--- config.mk ---
export PLATFORM = sky130hd
export DESIGN_NAME = fetch_prefetch_queue
export DESIGN_NICKNAME = d
export VERILOG_FILES = /design/src/rtl/fetch_pkg.sv /design/src/rtl/fetch_fifo.sv /design/src/rtl/fetch_prefetch_queue.sv
export SDC_FILE = /design/constraint.sdc
export NUM_CORES = 1
export LEC_CHECK = 0
export CAP_MARGIN = 10
export CORE_UTILIZATION = 41
export DETAILED_ROUTE_END_ITERATION = 16
export SETUP_SLACK_MARGIN = 0.5
export SKIP_LAST_GASP = 1
export SYNTH_ARGS = -nofsm -noshare
export SYNTH_HDL_FRONTEND = slang
export SYNTH_SLANG_ARGS = --single-unit
--- constraint.sdc ---
create_clock -name clk -period 6.6 [get_ports clk]
set_input_delay 1.32 -clock clk [delete_from_list [all_inputs] [get_ports clk]]
set_output_delay 1.32 -clock clk [all_outputs]
set_load 0.005 [all_outputs]
--- src/rtl/fetch_pkg.sv ---
// Purpose : shared definitions for the instruction prefetch queue.
// Contents: fetch FSM state encoding and the halt opcode value.
// Users   : fetch_prefetch_queue (top) and its testbench.
package fetch_pkg;

  // IDLE: no request outstanding, WAIT: request outstanding and wanted,
  // DROP: request outstanding but its data is stale, HALT: halt opcode fetched.
  typedef enum logic [1:0] {
    IDLE = 2'd0,
    WAIT = 2'd1,
    DROP = 2'd2,
    HALT = 2'd3
  } fetch_state_t;

  localparam logic [3:0] HALT_OPCODE = 4'hF;

endpackage

--- src/rtl/fetch_fifo.sv ---
// Purpose : circular queue holding prefetched {pc, instruction} entries.
// Latency : a pushed entry is visible at head_data the cycle after the push.
// Backpr. : caller must not push when full or pop when empty; flush wins over push/pop.
// Ports   : clk, rst (async, active high); push/push_data, pop, flush in;
//           head_data, full, empty, count (0..DEPTH) out.
module fetch_fifo #(
  parameter int WIDTH = 32,
  parameter int DEPTH = 4
) (
  input  logic                     clk,
  input  logic                     rst,
  input  logic                     push,
  input  logic [WIDTH-1:0]         push_data,
  input  logic                     pop,
  input  logic                     flush,
  output logic [WIDTH-1:0]         head_data,
  output logic                     full,
  output logic                     empty,
  output logic [$clog2(DEPTH):0]   count
);

  localparam int PTR_W = $clog2(DEPTH);

  logic [WIDTH-1:0] mem [DEPTH];
  logic [PTR_W-1:0] rd_ptr;
  logic [PTR_W-1:0] wr_ptr;
  logic [PTR_W:0]   cnt;

  // DEPTH is a power of two, so pointers wrap by natural overflow.
  always_ff @(posedge clk or posedge rst) begin
    if (rst) begin
      rd_ptr <= '0;
      wr_ptr <= '0;
      cnt    <= '0;
    end else if (flush) begin
      rd_ptr <= '0;
      wr_ptr <= '0;
      cnt    <= '0;
    end else begin
      if (push) wr_ptr <= wr_ptr + PTR_W'(1);
      if (pop)  rd_ptr <= rd_ptr + PTR_W'(1);
      if (push && !pop)      cnt <= cnt + (PTR_W+1)'(1);
      else if (pop && !push) cnt <= cnt - (PTR_W+1)'(1);
    end
  end

  // Storage needs no reset: the head is only looked at when count is non-zero.
  always_ff @(posedge clk) begin
    if (push && !flush) mem[wr_ptr] <= push_data;
  end

  assign head_data = mem[rd_ptr];
  assign count     = cnt;
  assign empty     = (cnt == '0);
  assign full      = (cnt == DEPTH[PTR_W:0]);

endmodule

--- src/rtl/fetch_prefetch_queue.sv ---
// Purpose : instruction fetch unit; keeps one memory request in flight and
//           buffers returned instructions in a DEPTH-entry prefetch queue.
// Latency : mem_rvalid -> inst_valid is 1 cycle (0 cycles with FETCH_BYPASS_EN
//           when the queue is empty).
// Backpr. : inst_ready low stalls decode; fetching stops while the queue is full;
//           mem_rvalid low holds mem_req/mem_addr; redirect flushes and refetches.
// Ports   : clk, rst (async, active high); inst_ready, redirect/redirect_pc,
//           mem_rvalid/mem_rdata in; mem_req/mem_addr, inst_valid/inst_data/
//           inst_pc, next_pc, hlt out.
// Config  : define FETCH_BYPASS_EN to present a response straight to decode
//           when the queue is empty.
module fetch_prefetch_queue
  import fetch_pkg::*;
#(
  parameter int DATA_W   = 16,
  parameter int ADDR_W   = 16,
  parameter int DEPTH    = 4,
  parameter int PC_STEP  = 2,
  parameter int RESET_PC = 0
) (
  input  logic              clk,
  input  logic              rst,
  input  logic              inst_ready,
  input  logic              redirect,
  input  logic [ADDR_W-1:0] redirect_pc,
  input  logic              mem_rvalid,
  input  logic [DATA_W-1:0] mem_rdata,
  output logic              mem_req,
  output logic [ADDR_W-1:0] mem_addr,
  output logic              inst_valid,
  output logic [DATA_W-1:0] inst_data,
  output logic [ADDR_W-1:0] inst_pc,
  output logic [ADDR_W-1:0] next_pc,
  output logic              hlt
);

  localparam int                CNT_W   = $clog2(DEPTH) + 1;
  localparam int                ENT_W   = ADDR_W + DATA_W;
  localparam logic [ADDR_W-1:0] STEP    = ADDR_W'(PC_STEP);
  localparam logic [ADDR_W-1:0] PC0     = ADDR_W'(RESET_PC);
  localparam logic [CNT_W-1:0]  DEPTH_C = CNT_W'(DEPTH);

  fetch_state_t      state, state_nxt;
  logic [ADDR_W-1:0] fetch_pc, fetch_pc_nxt;
  logic [ADDR_W-1:0] req_addr, req_addr_nxt;
  logic              req, req_nxt;

  logic              fifo_push, fifo_pop;
  logic              fifo_full, fifo_empty;
  logic [CNT_W-1:0]  fifo_count;
  logic [ENT_W-1:0]  head;
  logic [CNT_W-1:0]  occ_after;
  logic              rsp_ok, rsp_halt, bypass, pop_fire;

  // A response that will actually be kept: only in WAIT, and not when a
  // redirect makes it stale in the same cycle.
  assign rsp_ok   = (state == WAIT) && mem_rvalid && !redirect;
  assign rsp_halt = (mem_rdata[DATA_W-1 -: 4] == HALT_OPCODE);

`ifdef FETCH_BYPASS_EN
  assign bypass = fifo_empty && rsp_ok;
`else
  assign bypass = 1'b0;
`endif

  always_comb begin
    inst_valid = !fifo_empty;
    inst_data  = fifo_empty ? '0 : head[DATA_W-1:0];
    inst_pc    = fifo_empty ? '0 : head[ENT_W-1 -: ADDR_W];
    if (bypass) begin
      inst_valid = 1'b1;
      inst_data  = mem_rdata;
      inst_pc    = fetch_pc;
    end
  end

  assign next_pc  = inst_pc + STEP;
  assign hlt      = inst_valid && (inst_data[DATA_W-1 -: 4] == HALT_OPCODE);
  assign pop_fire = inst_valid && inst_ready;

  // A bypassed entry taken by decode never enters the queue.
  assign fifo_pop  = pop_fire && !bypass;
  assign fifo_push = rsp_ok && !(bypass && inst_ready);

  // Occupancy after this cycle's push/pop; decides whether WAIT can
  // chain straight into the next request.
  assign occ_after = fifo_count + CNT_W'(fifo_push) - CNT_W'(fifo_pop);

  fetch_fifo #(
    .WIDTH (ENT_W),
    .DEPTH (DEPTH)
  ) u_fifo (
    .clk       (clk),
    .rst       (rst),
    .push      (fifo_push),
    .push_data ({fetch_pc, mem_rdata}),
    .pop       (fifo_pop),
    .flush     (redirect),
    .head_data (head),
    .full      (fifo_full),
    .empty     (fifo_empty),
    .count     (fifo_count)
  );

  always_ff @(posedge clk or posedge rst) begin
    if (rst) begin
      state    <= IDLE;
      fetch_pc <= PC0;
      req_addr <= PC0;
      req      <= 1'b0;
    end else begin
      state    <= state_nxt;
      fetch_pc <= fetch_pc_nxt;
      req_addr <= req_addr_nxt;
      req      <= req_nxt;
    end
  end

  always_comb begin
    state_nxt    = state;
    fetch_pc_nxt = fetch_pc;
    req_addr_nxt = req_addr;
    req_nxt      = req;
    case (state)
      IDLE: begin
        if (redirect) begin
          fetch_pc_nxt = redirect_pc;
        end else if (!fifo_full) begin
          state_nxt    = WAIT;
          req_nxt      = 1'b1;
          req_addr_nxt = fetch_pc;
        end
      end
      WAIT: begin
        if (redirect) begin
          fetch_pc_nxt = redirect_pc;
          if (mem_rvalid) begin
            state_nxt = IDLE;
            req_nxt   = 1'b0;
          end else begin
            // Request is still in flight; keep the bus stable and eat its data.
            state_nxt = DROP;
          end
        end else if (mem_rvalid) begin
          fetch_pc_nxt = fetch_pc + STEP;
          if (rsp_halt) begin
            state_nxt = HALT;
            req_nxt   = 1'b0;
          end else if (occ_after < DEPTH_C) begin
            req_addr_nxt = fetch_pc + STEP;
          end else begin
            state_nxt = IDLE;
            req_nxt   = 1'b0;
          end
        end
      end
      DROP: begin
        if (redirect) fetch_pc_nxt = redirect_pc;
        if (mem_rvalid) begin
          state_nxt = IDLE;
          req_nxt   = 1'b0;
        end
      end
      HALT: begin
        if (redirect) begin
          fetch_pc_nxt = redirect_pc;
          state_nxt    = IDLE;
        end
      end
      default: begin
        state_nxt = IDLE;
        req_nxt   = 1'b0;
      end
    endcase
  end

  assign mem_req  = req;
  assign mem_addr = req_addr;

endmodule
[Word level (Yosys, flattened, before mapping)]
Memories as Yosys holds them, arrays and structs flattened.
Index checks and enable logic that the tools add are counted.
Storage, ports and cells
  flip-flop bits (word level): 42
  latch bits: 0
  RAM bits: 128
  ROM bits: 0
  bits of input ports: 37
  output and inout port bits: 67
  word-level logic and storage cells: 97
  memories: 1
Operators by class
  $add $sub $neg: 8
  $mul: 0
  divide/modulo/power cells: 0
  order comparisons: 1
  equal/unequal tests: 17
  shifts and indexed selects: 0
  muxes and demuxes: 40
  bitwise gates (word level): 0
  reduce and logical (&&, ||, !) cells: 23
Memories
  u_fifo.mem: depth 4, width 32, rd ports 1, clocked after memory_dff 0, wr ports 1, line fetch_fifo.sv:24  | logic [WIDTH-1:0] mem [DEPTH];
Operators by type and width (number)
  2-to-1 mux 16 bit: 11
  one-hot mux 16 bit (2 select lines): 2
  adder 16 x 2 -> 16 bit, second input constant: 2
  2-to-1 mux 2 bit: 13
  != test 2 bit, second input constant: 7
  2-to-1 mux 1 bit: 9
  2-to-1 mux 3 bit: 3
  == test 4 bit, second input constant: 2
  one-hot mux 2 bit (4 select lines): 1
  logical AND 1 bit: 7
  AND reduction 7 bit: 1
  AND reduction 6 bit: 1
  nonzero test 2 bit: 3
  nonzero test 3 bit: 2
  AND reduction 5 bit: 1
  adder 2 x 1 -> 2 bit, second input constant: 2
  == test 2 bit, second input constant: 2
  logical NOT 1 bit: 4
  != test 2 x 1 -> 1 bit, second input constant: 2
  != test 4 bit, second input constant: 1
  adder 3 x 1 -> 3 bit: 1
  adder 3 x 1 -> 3 bit, second input constant: 1
  == test 3 bit, second input constant: 1
  logical NOT 3 bit: 1
  9 further kinds: 9

[Logic depth before layout (Yosys ltp)]
Gate-level depths: netlist of the first run.
  depth in word-level cells: 11
  gate-level depth with buffers: 12
  depth with buffers taken out: 11

[Cells and area by module]
Synthesis of the first run repeated with hierarchy kept, for this count alone.
Second synthesis, totals
  cell total of the unflattened synthesis: 539
  area, all modules: 7893.8 um2
Modules (own cells, without submodules)
  fetch_fifo: instances 1, cells an instance 215, area an instance 5114.9 um2, sequential area each 4018.9 um2
  fetch_prefetch_queue: instances 1, cells an instance 324, area an instance 2778.9 um2, sequential area each 875.8 um2

[Worst setup path before layout of the first run]
Ideal clock, no wire load.
  kind: flip-flop to output port
  start: reg u_fifo.rd_ptr[1]
  end: out next_pc[11]
  arrival: 2.915 ns
  data required time: 5.280 ns
  slack: 2.365 ns
  cell stages (with the launch flop): 13
  path buffers: 4
  path through: dfrtp_1 buf_4 buf_2 clkbuf_1 mux4_2 nand2_1 inv_1 ha_1 nand3_2 or4_1 buf_2 or3_1 a21oi_1
On the way
  cells in the longest elaborated chain, start to end: 3
RTL lines
  from (decl): line fetch_fifo.sv:25  | logic [PTR_W-1:0] rd_ptr;
  from (signal assigned): line fetch_fifo.sv:41  | if (pop) rd_ptr <= rd_ptr + PTR_W'(1);
  memory read (4 x 32 bit)
  2-to-1 mux 16 bit: line fetch_prefetch_queue.sv:69  | inst_pc = fifo_empty ? '0 : head[ENT_W-1 -: ADDR_W];
  via inst_pc[1]: line fetch_prefetch_queue.sv:32  | output logic [ADDR_W-1:0] inst_pc,
  adder 16 x 2 -> 16 bit: line fetch_prefetch_queue.sv:77  | assign next_pc = inst_pc + STEP;
  to (decl): line fetch_prefetch_queue.sv:33  | output logic [ADDR_W-1:0] next_pc,
The timed path passes the listed nets, and every way through them passes these cells.

[Final worst setup path of the first run]
  start: reg u_fifo.cnt[1], in the netlist u_fifo.count[1]
  end: out next_pc[15]
On the way
  cells in the longest elaborated chain, start to end: 3
RTL lines
  from (decl): line fetch_fifo.sv:27  | logic [PTR_W:0] cnt;
  from (signal assigned): line fetch_fifo.sv:42  | if (push && !pop) cnt <= cnt + (PTR_W+1)'(1);
  from (signal assigned): line fetch_fifo.sv:43  | else if (pop && !push) cnt <= cnt - (PTR_W+1)'(1);
  logical NOT 3 bit: line fetch_fifo.sv:54  | assign empty = (cnt == '0);
  2-to-1 mux 16 bit: line fetch_prefetch_queue.sv:69
  adder 16 x 2 -> 16 bit: line fetch_prefetch_queue.sv:77
Every way passes these cells.

==> run summary, run 1 <==
Crit path DAT = 3.99 ns
# IOs = 104
Core area = 18,270 um2
Required @ worst endpoint = 5.28 ns
Post-DP HPWL = 11,130 um
Final setup vio count = 0
Clk_lat worst skew = 0.42 ns
1st-iter DRT viols = 376
Initial antenna violation count = 0
Pwr/cell area = 390.7 nW/um2
Fin. Hold Viols = 0
Std cell rows = 49
Most used DFF post-synth = edfxtp_1
Outcome = completed
WL per Instance = 18.47 um
Syn Area/Cell = 14.64 um2
Die width = 139.6 um
Clock skew = 0.006895 ns
CTS root buffer = clkbuf_16
Post-synth EDFFs = 128
Most frequent cells in the layout = edfxtp_1, clkdlybuf4s50_1, nand2_1
Antenna Nets Post-Route = 0
Largest net degree at the start of global routing = 43
Register area share after synthesis = 63.07%
Crit Path Category = reg2out
Number of setup buffers added after CTS = 0
# diodes = 0
CTS Buffer Depth = 2
Min Hold Slack = 0.5122 ns
CP max FO = 19
Nature of the critical path startpoint = register
Worst Hold Class = reg2reg
Global-route wire length before repair = 26,190 um
Tcrit/Tclk final = 80.40%
CTS Hold Bufs = 0
Yosys cell types = 45
Static Leak = 3.365 nW
P&R area growth vs syn = 23.63%
Vias in the first global route = 4,787
Gate Count Post-Synth = 530
H-Tree Depth = 4
Worst setup EP type = primary output
FMAX = 188.5 MHz
Die ar. = 19,480 um2
Post-CTS sizing = 0
Clock slew at reported path FFs = 0.07 ns
CTS tree = built
CP max-delay cell = or4_1
Max-slew violation count = 0
Final #Nets = 689
Async SR Flop Fraction = 24.71%
DRC Markers = 0
Vias = 4,570
Die Ht = 139.6 um
GP Congestion = 0.8355
Final setup TNS = 0 ns
Share of cells above drive strength 1 = 14.75%
PortBufs = 103
VDD IR max = 0.2132 mV
Vias per cell = 5.193
Ys Warns = 0
Fill count = 1,542
Max-slew headroom = 29.57%
Max Cap Viol = 0
Ordered cell list for the critical path = nor3_1 -> buf_4 -> inv_1 -> nand2_1 -> inv_1 -> ha_1 -> nand3_2 -> or4_1 -> nor3_1 -> xor2_1 -> clkdlybuf4s50_1
Total Routing Usage GR = 17.75%
Pre-Repair DR Iteration Count = 6
Min Tclk post-route = 5.306 ns
Dpl cells = 848
Critical Path Max Stage Delay = 0.66 ns
CTS Buf Count = 17
Commonest non-fill, non-tap cell in the layout = edfxtp_1
FF+latch count, synth = 170
Routed WL = 16,250 um
Worst slew pin tran = 1.047 ns
GR Overflow Total = 0
TritonCTS sink count = 170
Initial Util = 42.48%
Unrepaired setup endpoints after global routing = false
Final Non-Filler Cells = 880
Mapped cell area = 7761 um2
Syn nets = 581
Pwr Total = 3.749 mW
==> flip-flops by register name (all words and copies together) (netlist names) <==
name	cells
u_fifo.mem	128
u_fifo.rd_ptr	2
u_fifo.wr_ptr	2
mem_addr	16
state	2
mem_req	1
fetch_pc	16
u_fifo.count	3
==> logic make-up after synthesis <==
logic type      Yosys count  share of synthesized area, %
compound gates           40                         3.176
mux                      55                         12.77
fa+ha+maj                14                         2.354
xor+xnor                 48                         5.417
flops                   170                         63.07
simple gates            159                         10.67
buf+inv                  44                         2.547
==> through the flow <==
step	cell area, um2	util [%]	setup WS [ns]
after floorplan	7761	-	2.365
after global placement	9041	49.49	1.808
after detailed placement	9041	49.49	1.711
after CTS	9595	52.52	1.246
after global routing	9595	52.52	1.059
final	9595	52.52	1.294
==> cells in the mapped netlist (13+ instances only) <==
cell type  instances  area (um2)
edfxtp_1         128        3844
nand2_1           46       172.7
dfrtp_1           42        1051
and2_1            34       212.7
mux4_2            32       720.7
xnor2_1           26       227.7
o21ai_0           24       120.1
xor2_1            22       192.7
nor2_1            20       75.07
mux2_2            19       214.0
inv_1             18       67.56
nand3_1           14       70.07
clkbuf_1          13       48.80
ha_1              13       162.7
==> layout make-up <==
| type | instances | area (um2) | area share [%] |
|---|---|---|---|
| Timing Repair Buffer | 115 | 1121 | 11.68 |
| Sequential cell | 170 | 4897 | 51.04 |
| Clock buffer | 20 | 436.7 | 4.551 |
| Inverter | 18 | 67.56 | 0.7041 |
| Tap cell | 229 | 286.5 | 2.986 |
| Clock inverter | 12 | 117.6 | 1.226 |
| Multi-Input combinational cell | 316 | 2669 | 27.81 |
==> critical path, delay by kind of cell (launching register included) <==
family,cells,cell delay [ns]
adders and majority gates,1,0.21
and+or+nand+nor,5,1.46
DFF,1,0.44
buffers and inverters,4,1.26
xor gates and xnor gates,1,0.20
==> final timing paths <==
path                                      start               end  slack (ns)  depth (start not counted)
worst max-delay path            u_fifo.count[1]       next_pc[15]        1.29                         11
worst min-delay path               mem_addr[13]      mem_addr[13]        0.51                          1
worst max register to register  u_fifo.count[1]       mem_addr[7]        3.16                         13
worst min register to register     mem_addr[13]      mem_addr[13]        0.51                          1
max in group asynchronous                   rst  u_fifo.rd_ptr[0]        4.81                          3
min in group asynchronous                   rst          state[1]        1.34                          3
==> where the power goes <==
group | leakage (nW) | internal (mW) | switching, mW
Combinational | 1.43 | 0.790 | 0.590
Sequential | 1.68 | 1.30 | 0.132
Clock | 0.264 | 0.526 | 0.413
==> per-layer routing <==
| metal | wire length (um) | vias to the layer above | part of all wire (%) | track usage [%] |
|---|---|---|---|---|
| li1 | - | 2190 | - | - |
| met1 | 7477 | 2216 | 46 | 23.50 |
| met2 | 7796 | 149 | 48 | 29.33 |
| met3 | 836 | 15 | 5.1 | 4.198 |
| met4 | 144 | 0 | 0.89 | 4.916 |
| met5 | 0 | - | 0 | 0 |
No activity file was read; power rests on OpenSTA's default activity.
==> inputs of run 2 (changes only) <==
==> constraint.sdc (replaced) <==
create_clock -name clk -period 4.5 [get_ports clk]
set_input_delay 0.9 -clock clk [delete_from_list [all_inputs] [get_ports clk]]
set_output_delay 0.9 -clock clk [all_outputs]
set_load 0.005 [all_outputs]
==> run 2 against run 1 <==
  * Utilization is 1.7 points higher
  * Hold slack worse by 0.0097 ns
  * Largest cell class unchanged
  * Highest routed layer unchanged
  * Sequential share of layout area decreased by 1.6 points
  * Die area stayed put
  * First-iteration DRC count shrank 15%
==> run summary, run 2 (same netlist as run 1, synthesis figures left out) <==
Fill count = 1,477
1st-iter DRT viols = 319
Total Routing Usage GR = 18.22%
Initial Util = 42.48%
CTS root buffer = clkbuf_16
Static Leak = 3.566 nW
Dpl cells = 853
Die width = 139.6 um
Clock slew at reported path FFs = 0.06 ns
Outcome = completed
Initial antenna violation count = 0
Final Non-Filler Cells = 894
Gate power share = 37.6%
VDD IR max = 0.3608 mV
Worst Hold Class = reg2reg
Die ar. = 19,480 um2
GR Overflow Total = 0
Pre-Repair DR Iteration Count = 4
# IOs = 104
Min Tclk post-route = 3.966 ns
Met2 Wirelength = 8014 um
Routed WL = 16,720 um
CTS Hold Bufs = 0
Routed metal-1 wirelength = 7696 um
# diodes = 0
Vias in the first global route = 4,936
CP max FO = 6
TritonCTS sink count = 170
Tcrit/Tclk final = 88.13%
Fin. Hold Viols = 0
WL per Instance = 18.71 um
Clk_lat worst skew = 0.42 ns
Clock skew = 0.005441 ns
Required @ worst endpoint = 3.60 ns
Die Ht = 139.6 um
Sequential power share = 36.1%
Max FFs per register = 128
Final #Nets = 703
FMAX = 252.1 MHz
Clock power share = 26.2%
Worst slew pin tran = 0.9491 ns
Antenna Nets Post-Route = 0
Post-DP HPWL = 11,290 um
P&R area growth vs syn = 27.58%
Worst setup EP type = primary output
Met3 wire len = 785 um
Max-slew violation count = 0
Util after Layout = 54.20%
PortBufs = 103
Commonest non-fill, non-tap cell in the layout = edfxtp_1
CTS Buffer Depth = 2
Final setup TNS = 0 ns
Top routing layer in use = met4
Pwr Total = 5.722 mW
Std cell rows = 49
DRC Markers = 0
Unrepaired setup endpoints after global routing = true
Global-route wire length before repair = 26,790 um
Net load switching power = 1.726 mW
Core area = 18,270 um2
Max Cap Viol = 0
Post-DP Area = 9104 um2
Pre-CTS setup slack = 0.4748 ns
Pwr/cell area = 577.9 nW/um2
Switching part of the total = 30.16%
CTS Buf Count = 17
Crit path DAT = 3.07 ns
Worst setup margin = 0.5339 ns
Largest net degree at the start of global routing = 36
Top reg by flops = u_fifo.mem
Max-slew headroom = 36.14%
Share of cells above drive strength 1 = 18.65%
Vias per cell = 5.308
Post-Layout Inst Area = 9902 um2
H-Tree Depth = 4
Internal power = 3.996 mW
Final setup vio count = 0
Crit Path Category = reg2out
Nature of the critical path startpoint = register
Most frequent cells in the layout = edfxtp_1, clkdlybuf4s50_1, nand2_1
CTS tree = built
Vias = 4,745
Min Hold Slack = 0.5025 ns
GP Congestion = 0.8368
==> run 2: cell count changes in the layout (fill, tap and decap cells not counted), sizes merged, moves of 3 or more <==
cell,delta
buf,+14
clkdlybuf4s50,-5
clkinvlp,-3
dlymetal6s2s,+3
==> run 2: critical path: stages (launching register included) <==
cell and delay (ns):
dfrtp_4 0.47, buf_12 0.11, mux4_1 0.59, or4_4 0.58, nor4_2 0.19, xnor2_1 0.17, clkdlybuf4s50_1 0.52
==> run 2: cell type report <==
type                    instances  area [um2]  share of cell area (%)
clock buffers                  17       425.4                   4.296
clock inverters                15       186.4                   1.883
inverters                      18       67.56                  0.6823
multi-input cells             316        2764                   27.91
flip-flops and latches        170        4900                   49.48
well taps                     229       286.5                   2.894
repair buffers                129        1272                   12.85
==> run 2: path summary, 6_finish.rpt <==
check | depth (start not counted) | end | from | slack (ns)
min in group asynchronous | 2 | mem_req | rst | 0.82
max in group asynchronous | 3 | mem_addr[11] | rst | 2.88
hold reg to reg | 1 | mem_req | mem_req | 0.50
hold / removal | 1 | mem_req | mem_req | 0.50
setup reg to reg | 13 | mem_addr[14] | u_fifo.count[0] | 1.26
setup / recovery | 6 | next_pc[12] | u_fifo.rd_ptr[1] | 0.53
==> run 2: repair_timing <==
item	CTS	global route
setup buffers	7	2
pin swaps	1	4
gates resized for setup	7	19
endpoints found under the setup margin	9	8
==> run 2: layer usage <==
metal / global-route usage [%] / vias up
met2: 29.65 / 137
li1: - / 2214
met1: 24.47 / 2370
met5: 0 / -
met4: 5.379 / 0
met3: 4.198 / 24
==> run 2: power by group through the flow <==
stage | Clock (mW) | Combinational [mW] | Sequential, mW
2_1_floorplan | 0 | 1.18 | 2.05
3_3_place_gp | 0 | 2.08 | 2.09
3_5_place_dp | 0 | 2.09 | 2.10
4_1_cts | 1.54 | 2.13 | 2.07
5_1_grt | 1.59 | 2.35 | 2.09
6_report | 1.50 | 2.15 | 2.07
